<file path="src/rtl/dlsc_pcie_s6_outbound_write_split_if.sv">
// Handshake bundle of the outbound write segmenter: command/data in, segment header/data out.
// The slave modport is the segmenter's view; master is the surrounding logic's view.
interface dlsc_pcie_s6_outbound_write_split_if #(
  parameter int ADDR = 32,
  parameter int LEN  = 8
);
  logic            cmd_ready;
  logic            cmd_valid;
  logic [ADDR-1:2] cmd_addr;
  logic [LEN-1:0]  cmd_len;
  logic [3:0]      cmd_be_first;
  logic [3:0]      cmd_be_last;
  logic            in_ready;
  logic            in_valid;
  logic [31:0]     in_data;
  logic            tlp_h_ready;
  logic            tlp_h_valid;
  logic [ADDR-1:2] tlp_h_addr;
  logic [9:0]      tlp_h_len;
  logic [3:0]      tlp_h_be_first;
  logic [3:0]      tlp_h_be_last;
  logic            tlp_d_ready;
  logic            tlp_d_valid;
  logic [31:0]     tlp_d_data;
  logic            tlp_d_last;

  modport slave (
    input  cmd_valid, cmd_addr, cmd_len, cmd_be_first, cmd_be_last,
    input  in_valid, in_data, tlp_h_ready, tlp_d_ready,
    output cmd_ready, in_ready, tlp_h_valid, tlp_h_addr, tlp_h_len,
    output tlp_h_be_first, tlp_h_be_last, tlp_d_valid, tlp_d_data, tlp_d_last
  );

  modport master (
    output cmd_valid, cmd_addr, cmd_len, cmd_be_first, cmd_be_last,
    output in_valid, in_data, tlp_h_ready, tlp_d_ready,
    input  cmd_ready, in_ready, tlp_h_valid, tlp_h_addr, tlp_h_len,
    input  tlp_h_be_first, tlp_h_be_last, tlp_d_valid, tlp_d_data, tlp_d_last
  );
endinterface

</file>
<file path="src/rtl/dlsc_pcie_s6_outbound_write_split.sv">
// Outbound write segmenter: splits one write command into MPS-sized segments that never cross
// a 4 KB boundary. Header and data sides are decoupled by a small segment-length FIFO.
module dlsc_pcie_s6_outbound_write_split #(
  parameter int ADDR       = 32,
  parameter int LEN        = 8,
  parameter int FIFO_DEPTH = 4
) (
  input  logic       clk,
  input  logic       rst,
  input  logic [2:0] max_payload_size,
  dlsc_pcie_s6_outbound_write_split_if.slave bus
);

  localparam int RW = ((LEN + 1) > 11) ? (LEN + 1) : 11;
  localparam int PW = $clog2(FIFO_DEPTH);
  localparam logic [RW-1:0] SEG_ONE = {{(RW-1){1'b0}}, 1'b1};

  typedef enum logic {ST_IDLE = 1'b0, ST_SPLIT = 1'b1} state_t;

  state_t          state_q, state_d;
  logic [ADDR-1:2] addr_q, addr_d;
  logic [RW-1:0]   rem_q, rem_d;
  logic [3:0]      be_first_q, be_first_d;
  logic [3:0]      be_last_q, be_last_d;
  logic            first_q, first_d;
  logic            single_q, single_d;
  logic [2:0]      mps_q, mps_d;
  logic [10:0]     mem_q [FIFO_DEPTH];
  logic [10:0]     mem_d [FIFO_DEPTH];
  logic [PW:0]     wr_ptr_q, wr_ptr_d;
  logic [PW:0]     rd_ptr_q, rd_ptr_d;
  logic [9:0]      cnt_q, cnt_d;

  logic [RW-1:0] mps_dw_s, room_s, seg_a_s, seg_s;
  logic [3:0]    bf_s, bl_s;
  logic [10:0]   head_s, head_m1_s;
  logic          last_seg_s, fifo_full_s, fifo_empty_s;
  logic          h_fire_s, d_fire_s, d_last_s;

  // MPS encoding to DW count; anything above 2 behaves as 128 DW
  always_comb begin
    case (mps_q)
      3'd0:    mps_dw_s = RW'(11'd32);
      3'd1:    mps_dw_s = RW'(11'd64);
      default: mps_dw_s = RW'(11'd128);
    endcase
  end

  assign room_s     = RW'(11'd1024 - {1'b0, addr_q[11:2]});
  assign seg_a_s    = (mps_dw_s < rem_q) ? mps_dw_s : rem_q;
  assign seg_s      = (room_s < seg_a_s) ? room_s : seg_a_s;
  assign last_seg_s = (seg_s == rem_q);

  assign bf_s = first_q ? be_first_q : 4'hF;
  assign bl_s = last_seg_s ? be_last_q : 4'hF;

  assign fifo_empty_s = (wr_ptr_q == rd_ptr_q);
  assign fifo_full_s  = (wr_ptr_q[PW] != rd_ptr_q[PW]) &&
                        (wr_ptr_q[PW-1:0] == rd_ptr_q[PW-1:0]);
  assign head_s       = mem_q[rd_ptr_q[PW-1:0]];
  assign head_m1_s    = head_s - 11'd1;

  assign bus.cmd_ready      = (state_q == ST_IDLE);
  assign bus.tlp_h_valid    = (state_q == ST_SPLIT) && !fifo_full_s;
  assign bus.tlp_h_addr     = addr_q;
  assign bus.tlp_h_len      = seg_s[9:0];
  assign bus.tlp_h_be_first = single_q ? be_first_q :
                              ((seg_s == SEG_ONE) ? (bf_s & bl_s) : bf_s);
  assign bus.tlp_h_be_last  = (single_q || (seg_s == SEG_ONE)) ? 4'h0 : bl_s;

  assign d_last_s        = !fifo_empty_s && ({1'b0, cnt_q} == head_m1_s);
  assign bus.tlp_d_valid = bus.in_valid && !fifo_empty_s;
  assign bus.in_ready    = bus.tlp_d_ready && !fifo_empty_s;
  assign bus.tlp_d_data  = bus.in_data;
  assign bus.tlp_d_last  = d_last_s;

  assign h_fire_s = bus.tlp_h_valid && bus.tlp_h_ready;
  assign d_fire_s = bus.in_valid && bus.tlp_d_ready && !fifo_empty_s;

  // Header FSM: latch a command, then walk it segment by segment
  always_comb begin
    state_d    = state_q;
    addr_d     = addr_q;
    rem_d      = rem_q;
    be_first_d = be_first_q;
    be_last_d  = be_last_q;
    first_d    = first_q;
    single_d   = single_q;
    mps_d      = max_payload_size;
    case (state_q)
      ST_IDLE: begin
        if (bus.cmd_valid) begin
          state_d    = ST_SPLIT;
          addr_d     = bus.cmd_addr;
          rem_d      = RW'(bus.cmd_len) + SEG_ONE;
          be_first_d = bus.cmd_be_first;
          be_last_d  = bus.cmd_be_last;
          first_d    = 1'b1;
          single_d   = (bus.cmd_len == {LEN{1'b0}});
        end else begin
          state_d = ST_IDLE;
        end
      end
      ST_SPLIT: begin
        if (h_fire_s) begin
          addr_d  = addr_q + (ADDR-2)'(seg_s);
          rem_d   = rem_q - seg_s;
          first_d = 1'b0;
          state_d = last_seg_s ? ST_IDLE : ST_SPLIT;
        end else begin
          state_d = ST_SPLIT;
        end
      end
      default: state_d = ST_IDLE;
    endcase
  end

  // Length FIFO push/pop and the beat counter of the head segment
  always_comb begin
    mem_d    = mem_q;
    wr_ptr_d = wr_ptr_q;
    rd_ptr_d = rd_ptr_q;
    cnt_d    = cnt_q;
    if (h_fire_s) begin
      mem_d[wr_ptr_q[PW-1:0]] = seg_s[10:0];
      wr_ptr_d = wr_ptr_q + {{PW{1'b0}}, 1'b1};
    end else begin
      wr_ptr_d = wr_ptr_q;
    end
    if (d_fire_s) begin
      if (d_last_s) begin
        rd_ptr_d = rd_ptr_q + {{PW{1'b0}}, 1'b1};
        cnt_d    = 10'd0;
      end else begin
        cnt_d = cnt_q + 10'd1;
      end
    end else begin
      cnt_d = cnt_q;
    end
  end

  // State registers
  always_ff @(posedge clk) begin
    if (rst) begin
      state_q    <= ST_IDLE;
      addr_q     <= {(ADDR-2){1'b0}};
      rem_q      <= {RW{1'b0}};
      be_first_q <= 4'h0;
      be_last_q  <= 4'h0;
      first_q    <= 1'b0;
      single_q   <= 1'b0;
      mps_q      <= 3'd0;
      mem_q      <= '{default: 11'd0};
      wr_ptr_q   <= {(PW+1){1'b0}};
      rd_ptr_q   <= {(PW+1){1'b0}};
      cnt_q      <= 10'd0;
    end else begin
      state_q    <= state_d;
      addr_q     <= addr_d;
      rem_q      <= rem_d;
      be_first_q <= be_first_d;
      be_last_q  <= be_last_d;
      first_q    <= first_d;
      single_q   <= single_d;
      mps_q      <= mps_d;
      mem_q      <= mem_d;
      wr_ptr_q   <= wr_ptr_d;
      rd_ptr_q   <= rd_ptr_d;
      cnt_q      <= cnt_d;
    end
  end

endmodule
</file>
<file path="src/flat_wrapper.sv">
// flat-port wrapper written by rule: the top's interface ports become plain ports
module dlsc_pcie_s6_outbound_write_split_flat 
#(
  parameter int ADDR       = 32,
  parameter int LEN        = 8,
  parameter int FIFO_DEPTH = 4
)
  (clk, rst, max_payload_size, bus_cmd_valid, bus_cmd_addr, bus_cmd_len, bus_cmd_be_first, bus_cmd_be_last, bus_in_valid, bus_in_data, bus_tlp_h_ready, bus_tlp_d_ready, bus_cmd_ready, bus_in_ready, bus_tlp_h_valid, bus_tlp_h_addr, bus_tlp_h_len, bus_tlp_h_be_first, bus_tlp_h_be_last, bus_tlp_d_valid, bus_tlp_d_data, bus_tlp_d_last);
  dlsc_pcie_s6_outbound_write_split_if #(.ADDR(ADDR), .LEN(LEN)) bus_i ();
  input  logic clk;
  input  logic rst;
  input  logic [2:0] max_payload_size;
  input wire logic [$bits(bus_i.cmd_valid)-1:0] bus_cmd_valid;
  input wire logic [$bits(bus_i.cmd_addr)-1:0] bus_cmd_addr;
  input wire logic [$bits(bus_i.cmd_len)-1:0] bus_cmd_len;
  input wire logic [$bits(bus_i.cmd_be_first)-1:0] bus_cmd_be_first;
  input wire logic [$bits(bus_i.cmd_be_last)-1:0] bus_cmd_be_last;
  input wire logic [$bits(bus_i.in_valid)-1:0] bus_in_valid;
  input wire logic [$bits(bus_i.in_data)-1:0] bus_in_data;
  input wire logic [$bits(bus_i.tlp_h_ready)-1:0] bus_tlp_h_ready;
  input wire logic [$bits(bus_i.tlp_d_ready)-1:0] bus_tlp_d_ready;
  output wire logic [$bits(bus_i.cmd_ready)-1:0] bus_cmd_ready;
  output wire logic [$bits(bus_i.in_ready)-1:0] bus_in_ready;
  output wire logic [$bits(bus_i.tlp_h_valid)-1:0] bus_tlp_h_valid;
  output wire logic [$bits(bus_i.tlp_h_addr)-1:0] bus_tlp_h_addr;
  output wire logic [$bits(bus_i.tlp_h_len)-1:0] bus_tlp_h_len;
  output wire logic [$bits(bus_i.tlp_h_be_first)-1:0] bus_tlp_h_be_first;
  output wire logic [$bits(bus_i.tlp_h_be_last)-1:0] bus_tlp_h_be_last;
  output wire logic [$bits(bus_i.tlp_d_valid)-1:0] bus_tlp_d_valid;
  output wire logic [$bits(bus_i.tlp_d_data)-1:0] bus_tlp_d_data;
  output wire logic [$bits(bus_i.tlp_d_last)-1:0] bus_tlp_d_last;
  assign bus_i.cmd_valid = bus_cmd_valid;
  assign bus_i.cmd_addr = bus_cmd_addr;
  assign bus_i.cmd_len = bus_cmd_len;
  assign bus_i.cmd_be_first = bus_cmd_be_first;
  assign bus_i.cmd_be_last = bus_cmd_be_last;
  assign bus_i.in_valid = bus_in_valid;
  assign bus_i.in_data = bus_in_data;
  assign bus_i.tlp_h_ready = bus_tlp_h_ready;
  assign bus_i.tlp_d_ready = bus_tlp_d_ready;
  assign bus_cmd_ready = bus_i.cmd_ready;
  assign bus_in_ready = bus_i.in_ready;
  assign bus_tlp_h_valid = bus_i.tlp_h_valid;
  assign bus_tlp_h_addr = bus_i.tlp_h_addr;
  assign bus_tlp_h_len = bus_i.tlp_h_len;
  assign bus_tlp_h_be_first = bus_i.tlp_h_be_first;
  assign bus_tlp_h_be_last = bus_i.tlp_h_be_last;
  assign bus_tlp_d_valid = bus_i.tlp_d_valid;
  assign bus_tlp_d_data = bus_i.tlp_d_data;
  assign bus_tlp_d_last = bus_i.tlp_d_last;
  dlsc_pcie_s6_outbound_write_split #(.ADDR(ADDR), .LEN(LEN), .FIFO_DEPTH(FIFO_DEPTH)) u_core (.clk(clk), .rst(rst), .max_payload_size(max_payload_size), .bus(bus_i));
endmodule
</file>
<file path="config.mk">
export PLATFORM = sky130hd
export DESIGN_NAME = dlsc_pcie_s6_outbound_write_split_flat
export DESIGN_NICKNAME = d
export VERILOG_FILES = /design/src/rtl/dlsc_pcie_s6_outbound_write_split_if.sv /design/src/rtl/dlsc_pcie_s6_outbound_write_split.sv /design/src/flat_wrapper.sv
export SDC_FILE = /design/constraint.sdc
export NUM_CORES = 1
export LEC_CHECK = 0
export CAP_MARGIN = 0
export CORE_UTILIZATION = 30
export CTS_BUF_LIST = sky130_fd_sc_hd__clkbuf_16
export DETAILED_ROUTE_END_ITERATION = 12
export SLEW_MARGIN = 15
export SYNTH_ARGS = -nofsm -noshare
export SYNTH_HDL_FRONTEND = slang
export SYNTH_SLANG_ARGS = --single-unit
</file>
<file path="constraint.sdc">
create_clock -name clk -period 14.4 [get_ports clk]
set_input_delay 3.6 -clock clk [delete_from_list [all_inputs] [get_ports clk]]
set_output_delay 3.6 -clock clk [all_outputs]
set_load 0.02 [all_outputs]
</file>
==> results.md, run 1 <==
* CTS Sinks at between 100 and 150
* DP Wirelength at between 15000 and 20000 µm
* First-pass GRT wire length at 34400 µm
* Die height at approximately 160 µm
* Final number of setup-violating endpoints at 0
* Clock skew at ~0.010 ns
* Root Buffer: clkbuf_16
* Post-route cell area at between 0.009 and 0.01 mm²
* Sequential cell area fraction in the yosys report at 0.298
* Iteration-0 DRC Markers at approximately 320
* DR vias at 6825
* Wire length per cell at approximately 16 µm
* Inserted Clock Buffers at 17
* Clock transition at path regs at ~0.060 ns
* Nets at 1131
* Routed Wire Length at between 20000 and 25000 µm
* Peak VDD IR at ~0.000069 V
* Placed Instance Area at 0.00873 mm²
* Netlist cell types at 76
* CTS max path bufs at 2
* Crit-path cells: nor4_2 -> nand2_1 -> or3_1 -> or3_1 -> inv_1 -> ha_1 -> and4_1 -> a21oi_1 -> nand2_1 -> nor2_2 -> mux2i_1 -> inv_1 -> ha_1 -> nand4_1 -> nor4_1 -> nand3b_1 -> or3_1 -> o22a_1 -> clkdlybuf4s50_1
* DRC viols at 0
* Via density at 5.08
* Total GRT Usage at 0.164
* Fin crit share at 0.694
* Required time worst endpoint at 10.80 ns
* Slew Limit Fails at 0
* Post-DRT Antenna Nets at 0
* Most frequent cells in the layout: 118 x nor2_1, 114 x dfxtp_1, 106 x clkdlybuf4s50_1
* Yosys reg bits at 115
* GR Overflow Total at 0
* RSZ-0062 raised after global routing: no
* Synth Flop Type: dfxtp_1
* Initial Utilization at 0.306
* FP Rows at slightly below 60
* Number of antenna violations at the first check in global routing at 0
* Startpoint Class: register
* Post-CTS setup buffers at 0
* Max cap viols at 0
* Min Tclk post-route at between 9 and 10 ns
* Area of the mapped netlist at about 0.0077 mm²
* GPL Wtd Cong at 0.910
* Setup_tns at 0 ns
* Worst-skew pair later-pin latency at about 0.42 ns
* Largest net degree at the start of global routing at between 50 and 60
* Leakage at 3.48 nW
* Critical Path Sink Type: output port
* Vias in the first global route at about 6.6k
* Mapped Cells at 958
* PostCTS Resize Cnt at 0
* Least-Margin Pin Slew at approximately 0.9 ns
* Core area at 0.0253 mm²
* PD cells at between 100 and 150 mW/mm²
* Hold buffers post-CTS at 0
* Critical-path top delay cell: nor2_2
* Final Total Pwr at 1.36 mW
* Max H-tree Level at 4
* Post-synthesis async set-or-reset flop share at 0
* Max incr delay on CP at 0.65 ns
* Share of cells above drive strength 1 at 0.0829
* Final core utilization at 0.370
* Die span in x at roughly 160 µm
* Inserted Diodes at 0
* Status: finished clean
* Most frequent CP cell: or3_1
* CTS tree: yes
* Avg Cell Area, Syn at between 8 and 9 µm²
* Port Buffer Count at around 110
* Final Hold Vio Count at 0
* CP arrival at ~6.4 ns
* Crit path kind: register to output port
* Max Fclk at roughly 100 MHz
* Boundary Pins at between 150 and 200
* Pre-Repair DR Iteration Count at 4
* Die area at between 0.02 and 0.03 mm²
* Layout area overhead at 20.8%
* EDFF count, synth at 0
* Slew HR at 0.382
* Hold WC Path Type: register to register
* Synthesis warning total at 0
* Commonest non-fill, non-tap cell in the layout: nor2_1
* CP Max Fanout at 16
-- sequential cells by signal, indices dropped and copies added, names as in the netlist --
signal,count
u_core.be_first_q,4
u_core.be_last_q,4
u_core.bus.tlp_h_addr,30
u_core.cnt_q,10
u_core.first_q,1
u_core.mem_q,44
u_core.mps_q,3
u_core.rd_ptr_q,3
u_core.rem_q,11
u_core.single_q,1
u_core.state_q,1
u_core.wr_ptr_q,3
-- final cells by class --
cell class | count | area, µm²
Inverter | 35 | 131
Clock buffer | 17 | 425
Tap cell | 330 | 413
Multi-Input combinational cell | 718 | 4770
Clock inverter | 15 | 190
Timing Repair Buffer | 113 | 1110
Sequential cell | 115 | 2300
Fill cell | 2661 | 15900
-- stage by stage --
stage | setup slack (ns) | cells | hold slack, ns
final | 4.41 | 1343 | 0.452
after global routing | 3.88 | 1343 | 0.469
after CTS | 4.45 | 1343 | 0.455
after detailed placement | 4.90 | 1311 | 0.446
after global placement | 5.04 | 1311 | 0.436
after floorplan | 6.21 | 960 | 0.429
-- cell usage after synthesis (5+ instances only) --
cell	instances	area share
a211oi_1	54	0.052
a21o_1	13	0.013
a21oi_1	64	0.041
a21oi_2	5	0.0057
a31oi_1	5	0.0040
and2_1	5	0.0040
and3_1	12	0.0097
buf_4	42	0.041
buf_6	5	0.0073
clkbuf_1	41	0.020
dfxtp_1	115	0.30
ha_1	42	0.068
inv_1	35	0.017
mux2i_1	12	0.016
mux4_2	13	0.038
nand2_1	103	0.050
nand2b_1	6	0.0049
nand3_1	18	0.012
nand3b_1	5	0.0049
nand4_1	6	0.0049
nor2_1	118	0.057
nor2_2	10	0.0081
nor2b_1	10	0.0081
nor3_1	29	0.019
nor4_1	10	0.0081
o211ai_1	5	0.0049
o21a_1	10	0.0097
o21ai_0	20	0.013
or3_1	8	0.0065
or4_1	5	0.0049
xnor2_1	27	0.031
xor2_1	27	0.031
-- cells by family (layout without fill, tap and decap cells) --
kind of cell	after synthesis	after routing	synth area share
AND/OR/NAND/NOR	374	374	0.236
AO/OA/AOI/OAI	217	217	0.189
buffers and inverters	127	180	0.0872
flip-flops	115	115	0.298
XOR/XNOR	54	54	0.0611
adder cells (fa/ha/maj)	44	44	0.0731
multiplexers	26	26	0.0548
other	1	3	0.000485
-- metal layers --
metal	vias up	wire, µm	share of wire	GRT usage
met5	-	0	0	0
met4	0	450	0.021	0.0586
met3	26	983	0.046	0.0395
met2	135	9720	0.46	0.268
met1	3220	10100	0.47	0.210
li1	3444	-	-	-
-- final timing paths --
check | slack, ns | end | cells past startpoint | start
hold reg to reg | 0.45 | u_core.mem_q[21]$_SDFFE_PP0P_ | 2 | u_core.mem_q[21]$_SDFFE_PP0P_
setup reg to reg | 7.96 | u_core.bus.tlp_h_addr[30]$_SDFFE_PP0P_ | 23 | u_core.bus.tlp_h_addr[4]$_SDFFE_PP0P_
setup / recovery | 4.41 | bus_tlp_h_be_first[3] | 19 | u_core.bus.tlp_h_addr[4]$_SDFFE_PP0P_
hold / removal | 0.45 | u_core.mem_q[21]$_SDFFE_PP0P_ | 2 | u_core.mem_q[21]$_SDFFE_PP0P_
-- where the power goes --
group          switching (mW)  internal (mW)
clock                   0.159          0.288
combinational           0.321          0.228
sequential             0.0241          0.338
-- worst max-delay path: cells and delay by family (launching register included) --
family	cells	cell delay (ns)
AO/OA/AOI/OAI	2	0.35
AND/OR/NAND/NOR	11	3.36
adder cells (fa/ha/maj)	2	0.62
flip-flops	1	0.39
buffers and inverters	3	0.84
multiplexers	1	0.41
Power figures use the tool's default switching activity.
==> run 2, diff against run 1 <==
==> constraint.sdc (replaced) <==
create_clock -name clk -period 8.55 [get_ports clk]
set_input_delay 2.1375 -clock clk [delete_from_list [all_inputs] [get_ports clk]]
set_output_delay 2.1375 -clock clk [all_outputs]
set_load 0.02 [all_outputs]
==> run 2 against run 1 <==
Clock power grew 66%. Global-route usage grew 0.35 points. Sequential share of layout area shrank 0.089 points. Combinational power grew 72%. Die area is the same. Power grew 69%. First-iteration DRC count grew 14%. Final area grew 0.36%. Largest power group unchanged. Sequential power grew 69%. Clock skew grew 0.00082 ns. Via count shrank 0.50%. Routed wire length grew 1.1%.
==> results.md, run 2 (same netlist as run 1, synthesis figures left out) <==
* Status: finished clean
* FP Rows at between 50 and 60
* Crit path kind: register to output port
* Max cap viols at 0
* Wire length per cell at roughly 16 µm
* Clock skew at about 0.011 ns
* CTS tree: yes
* Post-DRT Antenna Nets at 0
* Met2 usage at 0.268
* Post-route cell area at about 0.0094 mm²
* Final number of setup-violating endpoints at 0
* Pre-Repair DR Iteration Count at 4
* PD cells at around 240 mW/mm²
* M3 GR Usage at 0.0377
* Fin crit share at 0.948
* Min Tclk post-route at between 8 and 9 ns
* Layout area overhead at 21.2%
* Most frequent cells in the layout: 118 x nor2_1, 114 x dfxtp_1, 106 x clkdlybuf4s50_1
* Share of cells above drive strength 1 at 0.0864
* GPL Wtd Cong at 0.876
* Nets at approximately 1.1k
* Inserted Clock Buffers at 17
* DR vias at roughly 6.8k
* CTS max path bufs at 2
* Root Buffer: clkbuf_16
* Met1 usage at 0.220
* Total GRT Usage at 0.168
* Biggest register: u_core.mem_q
* Pre-CTS WS at a little over 0.8 ns
* Crit-path cells: or4_1 -> o21ai_0 -> a31o_2 -> nand2_1 -> ha_1 -> a211oi_1 -> a221o_1 -> a21oi_1 -> nor2_2 -> buf_4 -> mux2i_2 -> inv_1 -> ha_1 -> nand4_1 -> nor4_1 -> nand3b_1 -> buf_4 -> or3_1 -> o22a_1 -> clkdlybuf4s50_1
* Max H-tree Level at 4
* Gr busiest metal: met2
* CTS Sinks at 115
* Placed insts at approximately 1.3k
* Largest net degree at the start of global routing at 85
* Placed Instance Area at around 0.009 mm²
* Number of antenna violations at the first check in global routing at 0
* Die area at ~0.026 mm²
* Critical-path top delay cell: or4_1
* DRC viols at 0
* Iteration-0 DRC Markers at 368
* Vias in the first global route at ~6.5k
* Min Hold Slack at 0.450 ns
* Slew HR at 0.376
* Startpoint Class: register
* CP Max Fanout at 16
* GR Overflow Total at 0
* DP Wirelength at ~15000 µm
* Boundary Pins at 172
* Commonest non-fill, non-tap cell in the layout: nor2_1
* Port Buffer Count at ~110
* Final Hold Vio Count at 0
* Max Fclk at around 120 MHz
* Peak VDD IR at about 0.00013 V
* Critical Path Sink Type: output port
* Hold WC Path Type: register to register
* Setup_tns at 0 ns
* Worst-skew pair later-pin latency at between 0.4 and 0.5 ns
* Clock transition at path regs at roughly 0.060 ns
* Post-route insts no fill at about 1.3k
* Leakage at around 3.5 nW
* Die height at about 160 µm
* Fin worst setup slack at 0.444 ns
* RSZ-0062 raised after global routing: no
* Via density at between 5 and 6
* Largest register FFs at 44
* Initial Utilization at 0.306
* Routed Wire Length at 21400 µm
* Inserted Diodes at 0
* First-pass GRT wire length at between 30000 and 40000 µm
* Die span in x at 163 µm
* Least-Margin Pin Slew at 0.935 ns
* CP arrival at approximately 6.0 ns
* Max incr delay on CP at ~0.56 ns
* Slew Limit Fails at 0
* Core area at ~0.025 mm²
* Required time worst endpoint at 6.41 ns
==> run 2: cell types whose count changed in the layout (fill, tap and decap cells not counted), sizes merged <==
cell | before | now
buf | 7 | 13
clkinvlp | 4 | 1
inv | 37 | 39
clkinv | 5 | 6
==> run 2: final cells by class <==
cell class | count | area (µm²)
fillers | 2660 | 15900
multi-input cells | 718 | 4770
flip-flops and latches | 115 | 2300
repair buffers | 119 | 1160
clock buffers | 17 | 425
well taps | 330 | 413
clock inverters | 15 | 175
inverters | 35 | 131
==> run 2: what timing repair did <==
item | in CTS | in global routing
hold endpoints to repair | 0 | 0
buffers inserted | 0 | 1
gates resized for setup | 0 | 1
endpoints found under the setup margin | 0 | 4
hold buffers | 0 | 0
==> run 2: final timing paths <==
path                                  from                                     end  slack [ns]  depth (start not counted)
max           u_core.rem_q[1]$_SDFFE_PP0P_                   bus_tlp_h_be_first[1]        0.44                         20
min          u_core.mem_q[21]$_SDFFE_PP0P_           u_core.mem_q[21]$_SDFFE_PP0P_        0.45                          2
max reg2reg   u_core.rem_q[1]$_SDFFE_PP0P_  u_core.bus.tlp_h_addr[30]$_SDFFE_PP0P_        2.48                         23
min reg2reg  u_core.mem_q[21]$_SDFFE_PP0P_           u_core.mem_q[21]$_SDFFE_PP0P_        0.45                          2
==> run 2: metrics by stage <==
step / util / power [mW]
5_1_grt: 0.371 / 2.44
2_1_floorplan: - / 1.31
3_5_place_dp: 0.347 / 1.56
3_3_place_gp: 0.347 / 1.56
4_1_cts: 0.371 / 2.31
6_report: 0.371 / 2.29
==> run 2: metal layers <==
layer | up-vias | part of all wire | routed length (µm)
li1 | 3449 | - | -
met1 | 3194 | 0.48 | 10200
met2 | 128 | 0.46 | 9900
met3 | 20 | 0.046 | 985
met4 | 0 | 0.016 | 346
met5 | - | 0 | 0
==> run 2: power breakdown <==
| group | internal, mW | switching [mW] |
|---|---|---|
| clock network | 0.479 | 0.263 |
| logic | 0.398 | 0.544 |
| registers | 0.569 | 0.0403 |
==> run 2: worst max-delay path, delay by kind of cell, from the launching register on <==
family / cells / cell delay, ns
buffers and inverters: 4 / 1.12
DFF: 1 / 0.36
AOI/OAI and AO/OA: 6 / 1.46
adders and majority gates: 2 / 0.70
muxes: 1 / 0.27
and+or+nand+nor: 7 / 1.63
